[src/rtl/hh_spike_detect.sv]
// Spike detector for the Hodgkin-Huxley membrane stage: threshold crossing with
// refractory/hysteresis gating, spike count, inter-spike interval and peak voltage.
module hh_spike_detect #(
  parameter logic [13:0] V_THRESH    = 14'h0000,
  parameter logic [13:0] V_RESET     = 14'h3920,
  parameter int unsigned REFRACT_CYC = 16
) (
  input  logic        clk,
  input  logic        rst_n,
  input  logic        en,
  input  logic [13:0] v_in,
  output logic        spike,
  output logic [7:0]  spike_count,
  output logic [15:0] isi,
  output logic        isi_valid,
  output logic [13:0] v_peak,
  output logic        peak_done,
  output logic [1:0]  det_state
);

  typedef enum logic [1:0] {
    ARMED    = 2'd0,
    ACTIVE   = 2'd1,
    REFRACT  = 2'd2,
    WAIT_LOW = 2'd3
  } state_t;

  localparam logic [7:0] REFRACT_LOAD = 8'(REFRACT_CYC);

  state_t      state;
  logic [7:0]  refr_cnt;
  logic [15:0] timer;
  logic        prev_seen;

  logic        above;
  logic        below_reset;
  logic        higher_peak;
  logic        detect;
  logic [15:0] timer_inc;

  always_comb begin
    above       = $signed(v_in) >= $signed(V_THRESH);
    below_reset = $signed(v_in) <  $signed(V_RESET);
    higher_peak = $signed(v_in) >  $signed(v_peak);
    detect      = (state == ARMED) && above;
    // saturating increment doubles as min(timer+1, FFFF) for the ISI capture
    timer_inc   = (timer == 16'hFFFF) ? timer : timer + 16'd1;
  end

  assign det_state = state;

  always_ff @(posedge clk) begin
    if (!rst_n) begin
      state       <= ARMED;
      refr_cnt    <= '0;
      timer       <= '0;
      prev_seen   <= 1'b0;
      spike       <= 1'b0;
      spike_count <= '0;
      isi         <= '0;
      isi_valid   <= 1'b0;
      v_peak      <= '0;
      peak_done   <= 1'b0;
    end else begin
      spike     <= 1'b0;
      peak_done <= 1'b0;
      if (en) begin
        if (detect) begin
          timer     <= '0;
          prev_seen <= 1'b1;
          if (prev_seen) begin
            isi       <= timer_inc;
            isi_valid <= 1'b1;
          end
        end else begin
          timer <= timer_inc;
        end

        case (state)
          ARMED: begin
            if (above) begin
              state       <= ACTIVE;
              spike       <= 1'b1;
              spike_count <= spike_count + 8'd1;
              v_peak      <= v_in;
            end
          end
          ACTIVE: begin
            if (!above) begin
              state     <= REFRACT;
              peak_done <= 1'b1;
              refr_cnt  <= REFRACT_LOAD;
            end else if (higher_peak) begin
              v_peak <= v_in;
            end
          end
          REFRACT: begin
            if (refr_cnt == 8'd1) begin
              state <= below_reset ? ARMED : WAIT_LOW;
            end else begin
              refr_cnt <= refr_cnt - 8'd1;
            end
          end
          WAIT_LOW: begin
            if (below_reset) state <= ARMED;
          end
          default: state <= ARMED;
        endcase
      end
    end
  end

endmodule

[config.mk]
export PLATFORM = sky130hd
export DESIGN_NAME = hh_spike_detect
export DESIGN_NICKNAME = d
export VERILOG_FILES = /design/src/rtl/hh_spike_detect.sv
export SDC_FILE = /design/constraint.sdc
export NUM_CORES = 1
export LEC_CHECK = 0
export ABC_CLOCK_PERIOD_IN_PS = 3000
export BUFFER_PORTS_ARGS = -buffer_cell sky130_fd_sc_hd__buf_2
export CELL_PAD_IN_SITES_DETAIL_PLACEMENT = 0
export CELL_PAD_IN_SITES_GLOBAL_PLACEMENT = 1
export CORE_ASPECT_RATIO = 1.2
export CORE_MARGIN = 3
export CORE_UTILIZATION = 41
export DETAILED_ROUTE_END_ITERATION = 8
export PLACE_DENSITY = 0.78
export SYNTH_ARGS = -nofsm -noshare
export SYNTH_HDL_FRONTEND = slang
export SYNTH_SLANG_ARGS = --single-unit
[constraint.sdc]
create_clock -name clk -period 3 [get_ports clk]
set_input_delay 0.45 -clock clk [delete_from_list [all_inputs] [get_ports clk]]
set_output_delay 0.45 -clock clk [all_outputs]
set_load 0.005 [all_outputs]
==> results of run 1 <==
## sequential cells by signal (all words and copies together) (netlist names)
name and flops:
refr_cnt 8, det_state 2, isi 16, v_peak 14, spike_count 8, peak_done 1
spike 1, prev_seen 1, isi_valid 1, timer 16
## path summary, 6_finish.rpt
kind              start         to  slack [ps]  depth (start not counted)
min             v_in[0]  v_peak[0]         350                          3
min reg2reg      isi[6]     isi[6]         450                          2
max          v_peak[11]  v_peak[4]         560                          9
max reg2reg  v_peak[11]  v_peak[4]         560                          9
## power breakdown
part           leakage (nW)  internal (mW)  switching, mW
Clock                0.0999          0.410          0.369
Combinational          1.11         0.0964          0.122
Sequential            0.551          0.930         0.0234
Total                  1.76           1.44          0.514
## cells by family after synthesis
group                    count (synthesis)  synth area share (%)
XOR/XNOR                                17                  4.36
adder cells (fa/ha/maj)                 18                  6.59
AND/OR/NAND/NOR                        162                  23.2
buffers and inverters                   42                  5.20
flip-flops                              68                  39.8
AO/OA/AOI/OAI                           83                  15.6
multiplexers                            18                  5.27
## Yosys cell counts, types with 5 or more instances
cell type  number
ha_1           18
xor2_1          8
nor2_1         43
mux2i_1        18
nand2b_1        5
o21ai_0        19
clkbuf_1       11
nor3_1          5
inv_1          26
nand3_1         7
nand2_1        49
a21oi_1        29
xnor2_1         9
nor4_1          5
dfxtp_1        68
and3_1         13
or3_1           9
nand4_1         9
## per-layer routing
| metal | global-route usage (%) | up-vias | part of all wire, % |
|---|---|---|---|
| met5 | 0 | - | 0 |
| met4 | 7.34 | 0 | 1.6 |
| met3 | 3.64 | 10 | 3.9 |
| met2 | 29.3 | 55 | 49 |
| met1 | 20.9 | 1377 | 45 |
| li1 | - | 1561 | - |
## area by class of cell
class	count	area [sq um]	share of cell area (%)
multi-input cells	298	1880	46.7
clock buffers	11	141	3.52
inverters	27	101	2.52
well taps	92	115	2.86
flip-flops and latches	68	1360	33.9
repair buffers	68	363	9.02
clock inverters	5	60.1	1.49
## worst max-delay path, delay by kind of cell, from the launching register on
| family | cells | cell delay (ps) |
|---|---|---|
| AND/OR/NAND/NOR | 2 | 650 |
| AO/OA/AOI/OAI | 3 | 610 |
| flip-flops | 1 | 350 |
| adder cells (fa/ha/maj) | 1 | 290 |
| buffers and inverters | 2 | 250 |
| multiplexers | 1 | 210 |
## per-stage QoR
| step | power, mW | setup slack, ps | hold WS (ps) | instance area [sq um] |
|---|---|---|---|---|
| 2_1_floorplan | 1.12 | 543 | 448 | 3420 |
| 3_3_place_gp | 1.19 | 413 | 440 | 3820 |
| 3_5_place_dp | 1.20 | 379 | 444 | 3820 |
| 4_1_cts | 1.98 | 552 | 337 | 4020 |
| 5_1_grt | 2.04 | 439 | 345 | 4020 |
| 6_report | 1.95 | 561 | 351 | 4020 |
==> results.md, run 1 <==
* GPL Wtd Cong at 0.802
* Synth area leader: dfxtp_1
* Fill cells at 785
* Worst setup SP type: register
* GRT Residual Overflow at 0
* Placed insts at roughly 550
* Static leakage at ~1.8 nW
* Worst rel slew slack at around 63%
* Min Clock Period, post-route at ~2400 ps
* CP Data Required Time at 3270 ps
* DP HPWL at 5.76 mm
* Clock slew at reported path FFs at roughly 70 ps
* First-pass GRT wire length at 13.0 mm
* Status: completed
* Crit-path cells: inv_1 > ha_1 > a21o_1 > a211o_1 > nor3_1 > or4b_4 > a31oi_4 > buf_4 > mux2i_1
* Syn Area/Cell at 8.38 sq um
* Layout Area Growth over Synthesis at 17.6%
* Share of the synthesized area in the top cell type at 39.8%
* Vias/cell at 5.28
* Area of the mapped netlist at 3420 sq um
* Routed len/inst at ~14 um
* CP max FO at 7
* Final period util at between 80% and 90%
* CTS max path bufs at 2
* Drt pass-1 iters at 4
* Worst Skew at between 6 and 7 ps
* Post-CTS Resized at 0
* VDD IR max at about 300 uV
* CTS H-tree lvls at 3
* Finished Layout Cells at approximately 570
* Antenna Violating Nets Remaining at 0
* Max Slew Vio Count at 0
* Initial antenna violation count at 0
* Core area at 7880 sq um
* Setup TNS at 0 ps
* Crit path DAT at 2710 ps
* Warnings from Yosys at 0
* Die Wd at between 80 and 90 um
* Ports at 60
* Drt drc at 0
* Post-CTS Setup Inserts at 0
* Routed Wire Length at 7.81 mm
* Crit Path Class: register to register
* Top cells by area, synth: dfxtp_1 40%, ha_1 6.6%, nand2_1 5.4%, mux2i_1 5.3%, nor2_1 4.7%
* Max Cap Viol at 0
* PwrDens at 485 nW/um^2
* Achievable Freq at 410 MHz
* Fin util at 51.0%
* Unrepaired setup endpoints after global routing: no
* # nets final at 507
* CP max-delay cell: or4b_4
* Total track usage at 17.4%
* Mapped Cells at between 400 and 500
* Commonest non-fill, non-tap cell in the layout: dfxtp_1
* CTS Root Cell: clkbuf_8
* Largest net degree at the start of global routing at 34
* IO buf count at between 50 and 60
* Vias in the first global route at 2805
* Setup crit end kind: register
* Yosys reg bits at 68
* Hold buffer count at cts at 0
* Total CTS buffers at 9
* Floorplan row count at 35
* Syn Nets at 443
* Most frequent cells in the layout: 68 x dfxtp_1, 59 x buf_2, 49 x nand2_1
* Fin. Hold Viols at 0
* Seq/Total Area, Yosys at 39.8%
* Vias at 3003
* EDFF count, synth at 0
* N_diodes at 0
* Final Setup Violations at 0
* Synth Flop Type: dfxtp_1
* Num Clock Sinks at 68
* Number of distinct library cells after synthesis at 55
* DR iter-0 viols at 135
* Worst hold path class: input port to register
* Die Span Y at 106 um
* Die Area at 9470 sq um
* Slew of the pin with the lowest slew margin at 557 ps
* Layout cells sized above 1 at 19.3%
* CTS tree: done
* Starting Density at between 40% and 50%
* Asr flop ratio synth at 0%
* Worst skew pair latency at 350 ps
* Crit-path max cell delay at 490 ps
Note: power is estimated with default switching activity, not from simulation.
==> inputs of run 2 (changes only) <==
Settings changed: ABC_CLOCK_PERIOD_IN_PS 3000 to 2000, CORE_UTILIZATION 41 to 37, PLACE_DENSITY 0.78 to 0.74.
Clock period 3 ns to 2 ns, I/O delays scaled along.
==> run 2 against run 1 <==
Compared with the run above: the flow now finishes with violations (negative setup slack); largest power group is now clock; first-iteration DRC count decreased by 27%; routed wire length is 7.5% higher; sequential share of layout area down 4.3 points; critical path type unchanged; clock-buffer cell count decreased by 1.
==> results.md, run 2 (synthesis results as in run 1) <==
* Status: complete, but fails checks
* Failing checks: negative setup slack
* Vias at 3224 (+7.4%)
* Commonest non-fill, non-tap cell in the layout: dfxtp_1
* GPL Wtd Cong at 0.810 (+1.0%)
* Initial antenna violation count at 0 (unchanged)
* Setup crit end kind: register
* Worst rel slew slack at 59.9% (-2.8 points)
* Routed Wire Length at 8.40 mm (+7.5%)
* Vias in the first global route at 3254 (+16%)
* Placed insts at 624 (+13%)
* Fin. Hold Viols at 0 (unchanged)
* Drt drc at 0 (unchanged)
* Crit path DAT at 2600 ps (-110 ps)
* DP HPWL at 6.18 mm (+7.3%)
* DR iter-0 viols at 99 (-27%)
* Achievable Freq at 430 MHz (+4.8%)
* CTS tree: done
* Antenna Violating Nets Remaining at 0 (unchanged)
* Min Clock Period, post-route at 2330 ps (-112 ps)
* CTS H-tree lvls at 3 (unchanged)
* Crit Path Class: register to register
* VDD IR max at 509 uV (+70%)
* Worst setup SP type: register
* PwrDens at 737 nW/um^2 (+52%)
* # nets final at 557 (+9.9%)
* Unrepaired setup endpoints after global routing: yes
* Total track usage at 17.1% (-0.26 points)
* Vias/cell at 5.01 (-5.1%)
* IO buf count at 59 (unchanged)
* Floorplan row count at 37 (+5.7%)
* Worst skew pair latency at 340 ps (about the same)
* Largest net degree at the start of global routing at 36 (+5.9%)
* Routed len/inst at 13.0 um (-5.1%)
* Worst Skew at 6.53 ps (-0.448 ps)
* N_diodes at 0 (unchanged)
* Slew of the pin with the lowest slew margin at 593 ps (+36.5 ps)
* Largest regs: isi (16), timer (16), v_peak (14)
* Core area at 8800 sq um (+12%)
* First-pass GRT wire length at 14.5 mm (+12%)
* Die Span Y at 111 um (+5.0%)
* Drt pass-1 iters at 4 (unchanged)
* CP Data Required Time at 2280 ps (-990 ps)
* Most frequent cells in the layout: 64 x dfxtp_1, 59 x buf_2, 57 x buf_4
* CP max FO at 6 (-1)
* Num Clock Sinks at 68 (unchanged)
* Layout cells sized above 1 at 29.8% (+11 points)
* Final period util at 116% (+35 points)
* Layout Area Growth over Synthesis at 35.1%
* Final Setup Violations at 14 (+14)
* Static leakage at 2.08 nW (+18%)
* Flop-to-flop setup slack at -330 ps (-890 ps)
* Worst hold path class: input port to register
* Design Area, Final at 4620 sq um (+15%)
* Max Cap Viol at 0 (unchanged)
* Die Area at 10400 sq um (+10%)
* Starting Density at 38.9% (-4.5 points)
* CTS Root Cell: clkbuf_8
* Post-Place Cell Area at 4210 sq um (+10%)
* Ports at 60 (unchanged)
* Final worst slack at -327 ps (-888 ps)
* Max Slew Vio Count at 0 (unchanged)
* Total CTS buffers at 9 (unchanged)
* Die Wd at 93.7 um (+4.9%)
* CTS max path bufs at 2 (unchanged)
* Clock slew at reported path FFs at 70 ps (about the same)
* GRT Residual Overflow at 0 (unchanged)
* Finished Layout Cells at 644 (+13%)
## run 2: cell types whose count changed in the layout (fill, tap and decap cells not counted), sizes merged
cell / change
clkinv: -1
clkinvlp: -1
bufinv: +3
buf: +49
## run 2: critical path, stage by stage, from the launching register on
cell	delay (ps)
dfxtp_2	340
inv_2	40
ha_4	230
a21o_1	150
a211o_1	260
nor3_2	110
or4b_4	500
a31oi_4	260
clkbuf_16	200
mux2i_1	170
## run 2: worst paths after layout
kind,from,end,cells past startpoint
max,v_peak[11],v_peak[3],9
min,v_in[3],v_peak[3],3
max reg2reg,v_peak[11],v_peak[3],9
min reg2reg,isi[0],isi[0],2
## run 2: area by class of cell
| type | instances | area (sq um) |
|---|---|---|
| Clock buffer | 10 | 138 |
| Clock inverter | 6 | 134 |
| Fill cell | 863 | 4180 |
| Inverter | 27 | 101 |
| Multi-Input combinational cell | 298 | 1960 |
| Sequential cell | 68 | 1370 |
| Tap cell | 117 | 146 |
| Timing Repair Buffer | 118 | 768 |
## run 2: what timing repair did
item                                    4_1_cts  5_1_grt
hold buffers                                  0        0
endpoints found under the setup margin       14       22
buffers inserted                              0        3
hold endpoints to repair                      0        0
resized for setup                             7       11
gates cloned                                  1        0
pin swaps                                     0        3
## run 2: through the flow
| stage | util [%] | setup WS (ps) | setup TNS [ps] | hold WS [ps] | power (mW) |
|---|---|---|---|---|---|
| detailed placement | 47.9 | -400 | -5200 | 444 | 1.86 |
| CTS | 51.7 | -381 | -4450 | 182 | 3.43 |
| floorplan | - | -297 | -3420 | 431 | 1.68 |
| finish | 52.5 | -327 | -4020 | 201 | 3.40 |
| global placement | 47.9 | -335 | -4520 | 443 | 1.86 |
| global route | 52.5 | -448 | -5590 | 188 | 3.57 |
## run 2: where the power goes
part           total (mW)  leakage [nW]  switching [mW]  internal [mW]
Combinational       0.440          1.39           0.219          0.221
Sequential           1.42         0.553          0.0270           1.40
Clock                1.54         0.137           0.548          0.991
## run 2: routing by layer
layer / up-vias / track usage (%) / part of all wire (%)
met3: 11 / 4.82 / 3.2
met4: 0 / 5.49 / 1.5
met2: 51 / 29.6 / 51
li1: 1659 / - / -
met1: 1503 / 20.1 / 44
met5: - / 0 / 0
==> inputs of run 3 (changes only) <==
Settings changed: CORE_ASPECT_RATIO 1.2 to not set.
==> run 3 against run 2 <==
Compared with the run above: the flow still finishes with violations (negative setup slack); clock skew decreased by 3.0 ps; non-clock buffer count increased by 3; largest power group is now sequential cells; die area about the same; critical endpoint is now v_peak[4]; critical path depth unchanged; final cell count decreased by 0.93%; fmax increased by 2.1%; utilization decreased by 1.0 points; sequential share of layout area increased by 0.60 points.
==> results.md, run 3 (synthesis results as in run 1) <==
* Achievable Freq at 439 MHz (+2.1%)
* First-pass GRT wire length at 14.6 mm (+0.85%)
* Drt drc at 0 (unchanged)
* Vias at 3256 (+0.99%)
* Crit-path max cell delay at 500 ps (about the same)
* GRT Residual Overflow at 0 (unchanged)
* Routed Wire Length at 8.58 mm (+2.1%)
* Static leakage at 2.02 nW (-2.5%)
* CTS Root Cell: clkbuf_8
* CTS tree: done
* Max Slew Vio Count at 0 (unchanged)
* WHS Path Cells at 3 (unchanged)
* # nets final at 560 (+0.54%)
* Final Setup Violations at 14 (unchanged)
* GR peak layer: met2
* Setup TNS at -3460 ps (+565 ps)
* Largest net degree at the start of global routing at 37 (+2.8%)
* Core area at 8850 sq um (+0.60%)
* Vias in the first global route at 3126 (-3.9%)
* DR iter-0 viols at 119 (+20%)
* PwrDens at 649 nW/um^2 (-12%)
* Antenna Violating Nets Remaining at 0 (unchanged)
* Worst hold path class: input port to register
* CP startpoint: v_peak[11]
* Crit path DAT at 2550 ps (-50 ps)
* Met1 Use GR at 23.1% (+2.9 points)
* Final worst slack at -280 ps (+47.6 ps)
* FF-to-FF path depth at 9 (unchanged)
* Drt pass-1 iters at 4 (unchanged)
* Worst setup SP type: register
* Starting Density at 38.6% (-0.23 points)
* Commonest non-fill, non-tap cell in the layout: buf_4
* N_diodes at 0 (unchanged)
* Final Power at 2.96 mW (-13%)
* CTS H-tree lvls at 3 (unchanged)
* Vias/cell at 5.10 (+1.9%)
* Min Clock Period, post-route at 2280 ps (-47.6 ps)
* CP max FO at 7 (+1)
* Worst Skew at 3.54 ps (-2.99 ps)
* Crit Path Class: register to register
* Most frequent cells in the layout: 60 x buf_4, 59 x dfxtp_1, 59 x buf_2
* Num Clock Sinks at 68 (unchanged)
* Met3 Use GR at 4.51% (-0.31 points)
* Layout cells sized above 1 at 32.8% (+3.0 points)
* GPL Wtd Cong at 0.791 (-2.4%)
* Die Span Y at 102 um (-8.2%)
* CP Data Required Time at 2270 ps (about the same)
* Layout Area Growth over Synthesis at 33.2%
* Initial antenna violation count at 0 (unchanged)
* Failing checks: negative setup slack
* Ports at 60 (unchanged)
* DP HPWL at 6.20 mm (+0.32%)
* Setup crit end kind: register
* Reg2Reg Launch Point: v_peak[11]
* Fin. Hold Viols at 0 (unchanged)
* Status: complete, but fails checks
* Floorplan row count at 34 (-8.1%)
* Die Wd at 102 um (+8.9%)
* Crit-path cells: inv_2 > ha_4 > a21o_1 > a211o_1 > nor3_1 > or4b_4 > a31oi_4 > buf_6 > mux2i_1
* CP max-delay cell: or4b_4
* Unrepaired setup endpoints after global routing: yes
* Routed len/inst at 13.4 um (+3.1%)
* Final period util at 114% (-2.4 points)
* Largest regs: isi (16), timer (16), v_peak (14)
* Worst rel slew slack at 61.0% (+1.0 points)
* Clock slew at reported path FFs at 70 ps (about the same)
* Hold Crit Start: v_in[3]
* Slew of the pin with the lowest slew margin at 583 ps (-9.96 ps)
* VDD IR max at 368 uV (-28%)
* Hold buffer count at cts at 0 (unchanged)
* Met2 Resource Use GR at 28.9% (-0.67 points)
* Die Area at 10400 sq um (about the same)
* IO buf count at 59 (unchanged)
* Total CTS buffers at 9 (unchanged)
* Worst skew pair latency at 340 ps (about the same)
* Total track usage at 17.6% (+0.52 points)
* CTS max path bufs at 2 (unchanged)
* Max Cap Viol at 0 (unchanged)
* Flop-to-flop setup slack at -280 ps (+50 ps)
run 3: cell types whose count changed in the layout (fill, tap and decap cells not counted), sizes merged:
cell      change
buf           +4
bufinv        -3
clkinv        +2
clkinvlp      +1
inv           -1
run 3: repair_timing:
| item | 4_1_cts | 5_1_grt |
|---|---|---|
| resized for setup | 15 | 20 |
| endpoints found under the setup margin | 14 | 31 |
| pin swaps | 9 | 9 |
| buffers inserted | 4 | 4 |
run 3: per-stage QoR:
| step | setup slack (ps) | cell area [sq um] | util [%] | cells | hold WS [ps] |
|---|---|---|---|---|---|
| 3_5_place_dp | -510 | 4180 | 47.2 | 614 | 446 |
| 5_1_grt | -361 | 4550 | 51.5 | 638 | 216 |
| 6_report | -280 | 4550 | 51.5 | 638 | 219 |
| 2_1_floorplan | -297 | 3420 | - | 408 | 431 |
| 3_3_place_gp | -408 | 4180 | 47.2 | 614 | 444 |
| 4_1_cts | -323 | 4460 | 50.4 | 634 | 206 |
run 3: layout make-up:
type	instances	area, sq um
well taps	108	135
repair buffers	121	768
inverters	27	101
flip-flops and latches	68	1380
clock buffers	11	131
fillers	878	4290
clock inverters	5	52.6
multi-input cells	298	1990
run 3: worst max-delay path: cells and delay by family (launching register included):
kind | cells | cell delay [ps]
AND/OR/NAND/NOR | 2 | 670
AO/OA/AOI/OAI | 3 | 590
flip-flops | 1 | 340
buffers and inverters | 2 | 210
adder cells (fa/ha/maj) | 1 | 200
multiplexers | 1 | 200
run 3: layer usage:
| metal | vias up | part of all wire [%] |
|---|---|---|
| met5 | - | 0 |
| met4 | 0 | 1.1 |
| met3 | 9 | 5.2 |
| met2 | 69 | 48 |
| met1 | 1518 | 46 |
| li1 | 1660 | - |
run 3: final timing paths:
check                                 end
worst max-delay path            v_peak[4]
worst max register to register  v_peak[4]
worst min-delay path            v_peak[3]
worst min register to register     isi[6]
run 3: report_power, final:
group          switching (mW)  total, mW  internal [mW]
clock                   0.514       1.08          0.570
sequential             0.0294       1.43           1.40
combinational           0.224      0.446          0.222
total                   0.767       2.96           2.19
